===== src/rtl/pattern_pkg.sv =====
// ---------------------------------------------------------------------------
// pattern_pkg
//   Shared definitions for the VGA test-pattern renderer.
//   - mode_t       : pattern mode codes as seen on the 2-bit mode input
//   - rgb_code_t   : 3-bit on/off colour code, bit 2 = red, 1 = green, 0 = blue
//   - bar_code()   : the 8-entry colour-bar table
//   - expand_channel() : widens one on/off bit to a full channel value
// ---------------------------------------------------------------------------
package pattern_pkg;

   typedef enum logic [1:0] {
      MODE_QUAD  = 2'd0,
      MODE_BARS  = 2'd1,
      MODE_CHECK = 2'd2,
      MODE_BOX   = 2'd3
   } mode_t;

   typedef logic [2:0] rgb_code_t;

   localparam rgb_code_t RGB_BLACK   = 3'b000;
   localparam rgb_code_t RGB_BLUE    = 3'b001;
   localparam rgb_code_t RGB_GREEN   = 3'b010;
   localparam rgb_code_t RGB_CYAN    = 3'b011;
   localparam rgb_code_t RGB_RED     = 3'b100;
   localparam rgb_code_t RGB_MAGENTA = 3'b101;
   localparam rgb_code_t RGB_YELLOW  = 3'b110;
   localparam rgb_code_t RGB_WHITE   = 3'b111;

   // Widest channel that expand_channel() can serve; callers size-cast down.
   localparam int MAX_CW = 16;

   // Classic colour-bar order, left to right.
   function automatic rgb_code_t bar_code(input logic [2:0] k);
      rgb_code_t c;
      case (k)
         3'd0:    c = RGB_WHITE;
         3'd1:    c = RGB_YELLOW;
         3'd2:    c = RGB_CYAN;
         3'd3:    c = RGB_GREEN;
         3'd4:    c = RGB_MAGENTA;
         3'd5:    c = RGB_RED;
         3'd6:    c = RGB_BLUE;
         default: c = RGB_BLACK;
      endcase
      return c;
   endfunction

   function automatic logic [MAX_CW-1:0] expand_channel(input logic on);
      return on ? '1 : '0;
   endfunction

endpackage


===== src/rtl/pattern_renderer_box_mover.sv =====
// ---------------------------------------------------------------------------
// box_mover
//   One axis of the bouncing box. On each step_en pulse the position moves
//   STEP towards the current direction, clamping at 0 and LIMIT and
//   reversing there, so it never leaves [0, LIMIT] and never wraps.
// Ports
//   clk      in   1  pixel clock
//   rst_n    in   1  synchronous reset, active low (pos=0, moving up)
//   step_en  in   1  advance one step (frame_start)
//   pos      out  W  current box coordinate on this axis
// ---------------------------------------------------------------------------
module box_mover #(
   parameter int W     = 11,
   parameter int LIMIT = 608,
   parameter int STEP  = 2
) (
   input  logic         clk,
   input  logic         rst_n,
   input  logic         step_en,
   output logic [W-1:0] pos
);

   localparam logic [W:0]   LIMIT_X = (W+1)'(LIMIT);
   localparam logic [W:0]   STEP_X  = (W+1)'(STEP);
   localparam logic [W-1:0] LIMIT_W = W'(LIMIT);
   localparam logic [W-1:0] STEP_W  = W'(STEP);

   logic         moving_down;   // 0: position increasing, 1: decreasing
   logic [W:0]   nxt_up;        // one bit wider so the overshoot test cannot wrap

   assign nxt_up = {1'b0, pos} + STEP_X;

   always_ff @(posedge clk) begin
      if (!rst_n) begin
         pos         <= '0;
         moving_down <= 1'b0;
      end else if (step_en) begin
         if (!moving_down) begin
            if (nxt_up > LIMIT_X) begin
               pos         <= LIMIT_W;
               moving_down <= 1'b1;
            end else begin
               pos <= nxt_up[W-1:0];
            end
         end else begin
            if (pos < STEP_W) begin
               pos         <= '0;
               moving_down <= 1'b0;
            end else begin
               pos <= pos - STEP_W;
            end
         end
      end
   end

endmodule


===== src/rtl/pattern_renderer.sv =====
// ---------------------------------------------------------------------------
// pattern_renderer
//   Two-stage pipelined VGA test-pattern generator. Maps a pixel coordinate
//   from the timing generator to an RGB colour in one of four modes:
//   quadrants, colour bars, checkerboard, bouncing box.
//
//   Stream protocol: valid-only, no back-pressure. A pixel is taken on every
//   rising edge where in_valid=1 and its colour is presented two cycles
//   later with out_valid=1; out_valid is in_valid delayed by two cycles and
//   r/g/b are zero whenever out_valid is 0.
//
// Ports
//   clk          in   1     pixel clock
//   rst_n        in   1     synchronous reset, active low; flushes pipeline
//   x, y         in   XY_W  pixel column / row
//   in_valid     in   1     x/y carry a pixel this cycle
//   frame_start  in   1     once-per-frame pulse: latches mode, moves box
//   mode         in   2     0 quad, 1 bars, 2 checker, 3 box
//   r, g, b      out  CW    colour channels (registered)
//   out_valid    out  1     r/g/b valid
// ---------------------------------------------------------------------------
module pattern_renderer
   import pattern_pkg::*;
#(
   parameter int H_ACTIVE   = 640,
   parameter int V_ACTIVE   = 480,
   parameter int XY_W       = 11,
   parameter int CW         = 3,
   parameter int CHECK_LOG2 = 5,
   parameter int BOX_SIZE   = 32,
   parameter int BOX_STEP   = 2
) (
   input  logic            clk,
   input  logic            rst_n,
   input  logic [XY_W-1:0] x,
   input  logic [XY_W-1:0] y,
   input  logic            in_valid,
   input  logic            frame_start,
   input  logic [1:0]      mode,
   output logic [CW-1:0]   r,
   output logic [CW-1:0]   g,
   output logic [CW-1:0]   b,
   output logic            out_valid
);

   localparam int BW = H_ACTIVE / 8;

   localparam logic [XY_W-1:0] H_LIM    = XY_W'(H_ACTIVE);
   localparam logic [XY_W-1:0] V_LIM    = XY_W'(V_ACTIVE);
   localparam logic [XY_W-1:0] H_HALF   = XY_W'(H_ACTIVE / 2);
   localparam logic [XY_W-1:0] V_HALF   = XY_W'(V_ACTIVE / 2);
   localparam logic [XY_W-1:0] BARS_END = XY_W'(8 * BW);
   localparam logic [XY_W:0]   BOX_X    = (XY_W+1)'(BOX_SIZE);
   localparam logic [CW-1:0]   HALF     = CW'(1) << (CW - 1);

   // ---------------- frame-level state ----------------
   mode_t           active_mode;
   logic [XY_W-1:0] bx, by;

   // Mode changes only at frame boundaries so a frame is never split.
   always_ff @(posedge clk) begin
      if (!rst_n)           active_mode <= MODE_QUAD;
      else if (frame_start) active_mode <= mode_t'(mode);
   end

   box_mover #(.W(XY_W), .LIMIT(H_ACTIVE - BOX_SIZE), .STEP(BOX_STEP)) u_box_x (
      .clk(clk), .rst_n(rst_n), .step_en(frame_start), .pos(bx)
   );
   box_mover #(.W(XY_W), .LIMIT(V_ACTIVE - BOX_SIZE), .STEP(BOX_STEP)) u_box_y (
      .clk(clk), .rst_n(rst_n), .step_en(frame_start), .pos(by)
   );

   // ---------------- stage 1: region flags ----------------
   logic [2:0] bar_k;
   logic [XY_W:0] bx_end, by_end;
   logic in_box;

   // Comparator chain instead of a divide: the last threshold passed wins.
   always_comb begin
      bar_k = 3'd0;
      for (int i = 1; i < 8; i++) begin
         if (x >= XY_W'(i * BW)) bar_k = 3'(i);
      end
   end

   // Box end computed one bit wider so bx+BOX_SIZE cannot wrap.
   assign bx_end = {1'b0, bx} + BOX_X;
   assign by_end = {1'b0, by} + BOX_X;
   assign in_box = (x >= bx) && ({1'b0, x} < bx_end) &&
                   (y >= by) && ({1'b0, y} < by_end);

   logic       s1_valid, s1_in_range, s1_left, s1_top;
   logic       s1_bar_beyond, s1_check, s1_box;
   logic [2:0] s1_bar;
   mode_t      s1_mode;

   // Mode travels with the pixel: a frame_start in the same cycle as a
   // pixel must not recolour that pixel.
   always_ff @(posedge clk) begin
      if (!rst_n) begin
         s1_valid      <= 1'b0;
         s1_in_range   <= 1'b0;
         s1_left       <= 1'b0;
         s1_top        <= 1'b0;
         s1_bar_beyond <= 1'b0;
         s1_check      <= 1'b0;
         s1_box        <= 1'b0;
         s1_bar        <= 3'd0;
         s1_mode       <= MODE_QUAD;
      end else begin
         s1_valid      <= in_valid;
         s1_in_range   <= (x < H_LIM) && (y < V_LIM);
         s1_left       <= x < H_HALF;
         s1_top        <= y < V_HALF;
         s1_bar_beyond <= x >= BARS_END;
         s1_check      <= x[CHECK_LOG2] ^ y[CHECK_LOG2];
         s1_box        <= in_box;
         s1_bar        <= bar_k;
         s1_mode       <= active_mode;
      end
   end

   // ---------------- stage 2: colour select ----------------
   rgb_code_t code;
   logic      grey;

   always_comb begin
      code = RGB_BLACK;
      grey = 1'b0;
      case (s1_mode)
         MODE_QUAD: begin
            if (s1_left && s1_top) code = RGB_RED;
            else if (s1_left)      code = RGB_GREEN;
            else if (s1_top)       code = RGB_BLUE;
            else                   grey = 1'b1;
         end
         MODE_BARS:  code = s1_bar_beyond ? RGB_BLACK : bar_code(s1_bar);
         MODE_CHECK: code = s1_check ? RGB_WHITE : RGB_BLACK;
         default:    code = s1_box ? RGB_WHITE : RGB_BLACK;
      endcase
      if (!s1_in_range) begin
         code = RGB_BLACK;
         grey = 1'b0;
      end
   end

   always_ff @(posedge clk) begin
      if (!rst_n) begin
         r         <= '0;
         g         <= '0;
         b         <= '0;
         out_valid <= 1'b0;
      end else begin
         out_valid <= s1_valid;
         if (!s1_valid) begin
            r <= '0;
            g <= '0;
            b <= '0;
         end else if (grey) begin
            r <= HALF;
            g <= HALF;
            b <= HALF;
         end else begin
            r <= CW'(expand_channel(code[2]));
            g <= CW'(expand_channel(code[1]));
            b <= CW'(expand_channel(code[0]));
         end
      end
   end

endmodule


===== config.mk =====
export PLATFORM = sky130hd
export DESIGN_NAME = pattern_renderer
export DESIGN_NICKNAME = d
export VERILOG_FILES = /design/src/rtl/pattern_pkg.sv /design/src/rtl/pattern_renderer_box_mover.sv /design/src/rtl/pattern_renderer.sv
export SDC_FILE = /design/constraint.sdc
export NUM_CORES = 1
export LEC_CHECK = 0
export ABC_AREA = 1
export BUFFER_PORTS_ARGS = -buffer_cell sky130_fd_sc_hd__buf_2
export CORE_UTILIZATION = 55
export DETAILED_ROUTE_END_ITERATION = 10
export PLACE_DENSITY = 0.72
export SLEW_MARGIN = 20
export SYNTH_ARGS = -nofsm -noshare
export SYNTH_HDL_FRONTEND = slang
export SYNTH_SLANG_ARGS = --single-unit

===== constraint.sdc =====
create_clock -name clk -period 5 [get_ports clk]
set_input_delay 0 -clock clk [delete_from_list [all_inputs] [get_ports clk]]
set_output_delay 0 -clock clk [all_outputs]
set_load 0.05 [all_outputs]

**Word-level counts from Yosys, hierarchy flattened**

Cells that the tools add are included.

- Logic and storage cells: 106
- Bits in registers: 48
- Output and inout port bits: 10
- Input bits: 28

- Bitwise logic cells: 3
- Add/subtract/negate cells: 6
- Reductions and logical operators: 9
- Equality and inequality tests: 8
- Muxes and demuxes: 39
- $lt $le $gt $ge: 20

Operators by type and width:

| operator | number |
|---|---|
| $mux W11 | 6 |
| $mux W3 | 17 |
| $ge A11 B9 Y1 const B | 3 |
| $add A11 B2 Y12 const B | 2 |
| $add A11 B6 Y12 const B | 2 |
| $lt A11 B12 Y1 | 2 |
| $ge A11 B10 Y1 const B | 2 |
| $ge A11 B11 Y1 | 2 |
| $ge A11 B8 Y1 const B | 2 |
| $lt A11 B2 Y1 const B | 2 |
| $lt A11 B9 Y1 const B | 2 |
| $sub A11 B2 Y11 const B | 2 |
| $pmux W3 S7 | 1 |
| $mux W1 | 13 |
| $gt A12 B10 Y1 const B | 1 |
| $gt A12 B9 Y1 const B | 1 |
| $ge A11 B7 Y1 const B | 1 |
| $lt A11 B10 Y1 const B | 1 |
| $lt A11 B8 Y1 const B | 1 |
| $eq A3 B3 Y1 const B | 3 |
| $pmux W3 S3 | 1 |
| $eq A3 B2 Y1 const B | 2 |
| $logic_and A1 B1 Y1 | 5 |
| $eq A3 B1 Y1 const B | 1 |
| other kinds (9) | 10 |

**Logic depth before layout (Yosys ltp)**

- Depth in word-level cells: 8
- Mapped depth: 14
- Depth with buffers taken out: 14

**Hierarchy**

A second synthesis with hierarchy kept.

- Cells, all modules: 642
- Area total of the unflattened synthesis: 3992.6 µm²

By module, submodules not included:

| module | area each (µm²) | times used | cells each | seq. area each (µm²) |
|---|---|---|---|---|
| pattern_renderer | 2044.5 | 1 | 318 | 420.4 |
| box_mover at u_box_x | 984.7 | 1 | 178 | 220.2 |
| box_mover at u_box_y | 963.4 | 1 | 146 | 220.2 |

**Worst setup path before layout**

OpenSTA, ideal clock, no wires.

- Path type: register to register
- Start point: reg u_box_x.pos[6]
- End point: reg s1_box
- Setup slack: 3.266 ns
- Setup time: 0.118 ns
- Buffers on the path: 0
- Required time: 4.882 ns
- Period minus slack after synthesis: 1.734 ns
- Stages on the path, launching flop included: 11
- Arrival time: 1.616 ns
- Path through: dfxtp_1 inv_2 nor3_4 nand2_1 xor2_1 ha_1 nand2_1 nor2_1 nand2_1 o211ai_1 nor2_1

- Cells in the longest elaborated chain, start to end: 5
- Elaborated cells between the ends (all ways): 6
- Those cells by class: add/sub (1); order compare (2); reduce/logical (3)

RTL lines:

| what | RTL line | RTL |
|---|---|---|
| start: declaration | pattern_renderer_box_mover.sv:20 | `output logic [W-1:0] pos` |
| start signal: assignment | pattern_renderer_box_mover.sv:43 | `pos <= nxt_up[W-1:0];` |
| start signal: assignment | pattern_renderer_box_mover.sv:50 | `pos <= pos - STEP_W;` |
| $add A11 B6 Y12 | pattern_renderer.sv:87 | `assign bx_end = {1'b0, bx} + BOX_X;` |
| $lt A11 B12 Y1 | pattern_renderer.sv:89 | `assign in_box = (x >= bx) && ({1'b0, x} < bx_end) &&` |
| $logic_and A1 B1 Y1 * (2 in a row) | pattern_renderer.sv:89 |  |
| $logic_and A1 B1 Y1 * | pattern_renderer.sv:90 | `(y >= by) && ({1'b0, y} < by_end);` |
| end signal: assignment | pattern_renderer.sv:117 | `s1_box <= in_box;` |
| end: declaration | pattern_renderer.sv:93 | `logic s1_bar_beyond, s1_check, s1_box;` |

Mark *: on every way between the ends. The rest lies on a longest branch, timed or not.
A chain may end at the register's enable or synchronous reset.

**Worst setup path after layout**

- Start point: reg u_box_x.pos[7]
- End point: reg s1_box

The elaborated chain is that of the path after synthesis.

==> results.toml <==
[outcome]
status = "complete, but fails checks"
violations = "DRC"

[die]
num_rows = 29
initial_core_util_pct = 58.0
die_w_microns = 84.5
die_y_microns = 84.5
io_pins = 38
die-area_sq_mm = 0.00714
coreArea_sq_mm = 0.00646

[logic_synthesis]
synth_top_area_cell = "dfxtp_1"
ys_warn_count = 0
netlist_top_cells_count = "111 x nand2_1, 63 x inv_1, 51 x nor2_1"
yosysTopAreaCellShare_pct = 23.0
ys_top_cells_by_area = "dfxtp_1 23%, ha_1 13%, nand2_1 11%"
netlist_area_sq_mm = 0.00374
ys_seq_elements = 43
ys.flop_type = "dfxtp_1"
synth_edf_count = 0
post-synth-top-count-cell = "nand2_1"
synth_cell_type_count = 47
syn_avg_cell_area_sq_um = 6.82
yosysSeqAreaShare_pct = 23.0
postSynthCellCount = 549
async_reset_ff_share_pct = 0
syn-num-nets = 617

[timing]
hold_slack_ps = 9.44
setup_viol = 0
fin_crit_sh_pct = 41.8
max_freq_mhz = 479
slew_violations = 0
final_hold_viol_count = 0
period_minus_slack_ps = 2090
rsz0062_at_grt = "no"
finClkSkew_ps = 7.03
worst_pin_slew_ps = 662
max_slew_margin_pct = 55.8
setup_tns_ps = 0

[setup_path]
endpoint = "s1_box"
worstPathArrival_ps = 2290
r2r_end = "s1_box"
path_max_fanout = 9
critPathLaunch = "u_box_x.pos[7]"
r2r_cells = 10
reg2reg_from = "u_box_x.pos[7]"
reg2reg_setup_slack_ps = 2910
path_class = "reg2reg"
endpoint_kind = "flop"
start_kind = "flop"
required_ps = 5200

[route]
drc_errors = 7
routed_wl_mm = 8.70
firstDrtPassIters = 8
ant_nets = 0
vias_per_cell = 5.47
drt_iter0_drc = 186
wl_per_cell_microns = 13.2
vias = 3592

[final_layout]
multiInputGateArea_sq_mm = 0.00250
syn_to_final_growth_pct = 8.46
nets = 647
seqCellArea_sq_um = 861
instances_no_fill = 657
finalInstanceArea_sq_mm = 0.00406
drive_above_1_share_pct = 15.3
fillCellCount = 636
antenna_cells = 0

[power_and_ir_drop]
ir_drop_uv = 168
clock_power_share_pct = 25.6
power_density_mw_per_mm2 = 230
leakagePower_nw = 1.88
p_int_mw = 0.577
finalPower_mw = 0.932
swShare_pct = 38.1
seqPwrFrac_pct = 42.7
combPwrFrac_pct = 31.7
p_switching_mw = 0.355

[cts]
htree_levels = 2
cts_tree = "done"
path_clk_slew_ps = 100
clock_sinks = 43
root_buffer = "clkbuf_8"
clk_path_buf_depth = 2
cts_buffers = 5
clk_latency_ps = 310
post_cts_buffers = 0

[place]
postPlaceCellArea_sq_mm = 0.00390
dp.cells = 642
hpwl_mm = 6.78
place_congestion = 0.914
port_buffers = 35

[grt]
grt_pass1_wl_mm = 15.3
antenna_found_initial = 0
grt_max_degree = 29
grt_use_total_pct = 26.2
grt-ovfl-total = 0
grt_pass1_vias = 3368

[min_path]
holdPathStages = 3
hp-class = "in2reg"

[flow_run]
cap_viol_max_count = 0
-- cells by family after synthesis --
kind of cell | share of synthesized area, %
AO/OA/AOI/OAI | 17.8
XOR/XNOR | 5.58
adder cells (fa/ha/maj) | 13.4
buffers and inverters | 10.3
flip-flops | 23.0
AND/OR/NAND/NOR | 30.0
-- cells in the final DEF, fill, tap and decap left out, drive strengths merged --
cell type / Yosys / layout
clkbuf: 7 / 5
o31ai: 2 / 2
dfxtp: 43 / 43
nand2: 120 / 120
xnor2: 4 / 4
nor3: 8 / 8
a21oi: 50 / 50
nand3b: 1 / 1
dlygate4sd3: 0 / 7
clkinvlp: 0 / 2
or2: 2 / 2
a21o: 1 / 1
nand3: 32 / 32
clkinv: 1 / 1
o21a: 3 / 3
ha: 40 / 40
nand4: 12 / 12
o21ai: 43 / 43
a211oi: 1 / 1
a31oi: 3 / 3
nor4: 3 / 3
o2111ai: 3 / 3
o21bai: 2 / 2
a41oi: 1 / 1
nor2: 62 / 62
a22oi: 1 / 1
o211ai: 2 / 2
xor2: 19 / 19
inv: 70 / 71
buf: 12 / 35
a2111oi: 1 / 1
-- final cells by class --
class | count | share of cell area, %
clock buffers | 5 | 1.69
repair buffers | 42 | 6.04
flip-flops and latches | 43 | 21.2
clock inverters | 3 | 0.586
multi-input cells | 416 | 61.5
inverters | 71 | 6.56
well taps | 77 | 2.37
-- metal layers --
layer | vias up | track usage (%) | share of wire [%]
li1 | 1873 | - | -
met1 | 1609 | 35.4 | 48
met2 | 102 | 43.8 | 45
met3 | 8 | 3.93 | 5.9
met4 | 0 | 6.32 | 1.0
met5 | - | 0 | 0
-- worst min path at each step --
stage,from,endpoint,slack (ps)
after floorplan,y[8],s1_top,90
final,y[5],s1_check,9
after global placement,in_valid,s1_valid,180
after global routing,y[5],s1_check,50
after CTS,y[5],s1_check,9
after detailed placement,in_valid,s1_valid,190
-- critical path, stage by stage (launching register included) --
cell and delay (ps):
dfxtp_1 590, nand2_2 140, nor3_4 170, nand2_1 80
xor2_1 150, ha_1 280, nand2_1 60, nor2_1 150
nand2_1 80, o211ai_1 220, nor2_1 70
-- power by group through the flow --
stage                     combinational, mW  sequential [mW]  clock (mW)
final                                 0.295            0.398       0.239
after global routing                  0.341            0.403       0.254
after CTS                             0.295            0.398       0.249
after detailed placement              0.289            0.406           0
after global placement                0.281            0.405           0
after floorplan                       0.238            0.388           0
-- what timing repair did --
action / CTS / global route
hold buffers: 7 / 0
hold endpoints to repair: 5 / 0
resized for setup: 0 / 0
endpoints found under the setup margin: 0 / 0
-- per-stage QoR --
step	util [%]	worst slack, ps
finish	62.9	2910
detailed placement	60.3	2910
CTS	62.9	2880
global route	62.9	2700
floorplan	-	3270
global placement	60.3	2960
-- flip-flops by register name (all words and copies together) (netlist names) --
name                 cells
s1_left                  1
u_box_x.moving_down      1
s1_mode                  2
s1_box                   1
u_box_x.pos             10
s1_bar                   3
s1_bar_beyond            1
s1_check                 1
u_box_y.pos             10
r                        2
s1_in_range              1
s1_valid                 1
g                        2
u_box_y.moving_down      1
active_mode              2
b                        2
s1_top                   1
out_valid                1
(Power assumes the default switching activity.)
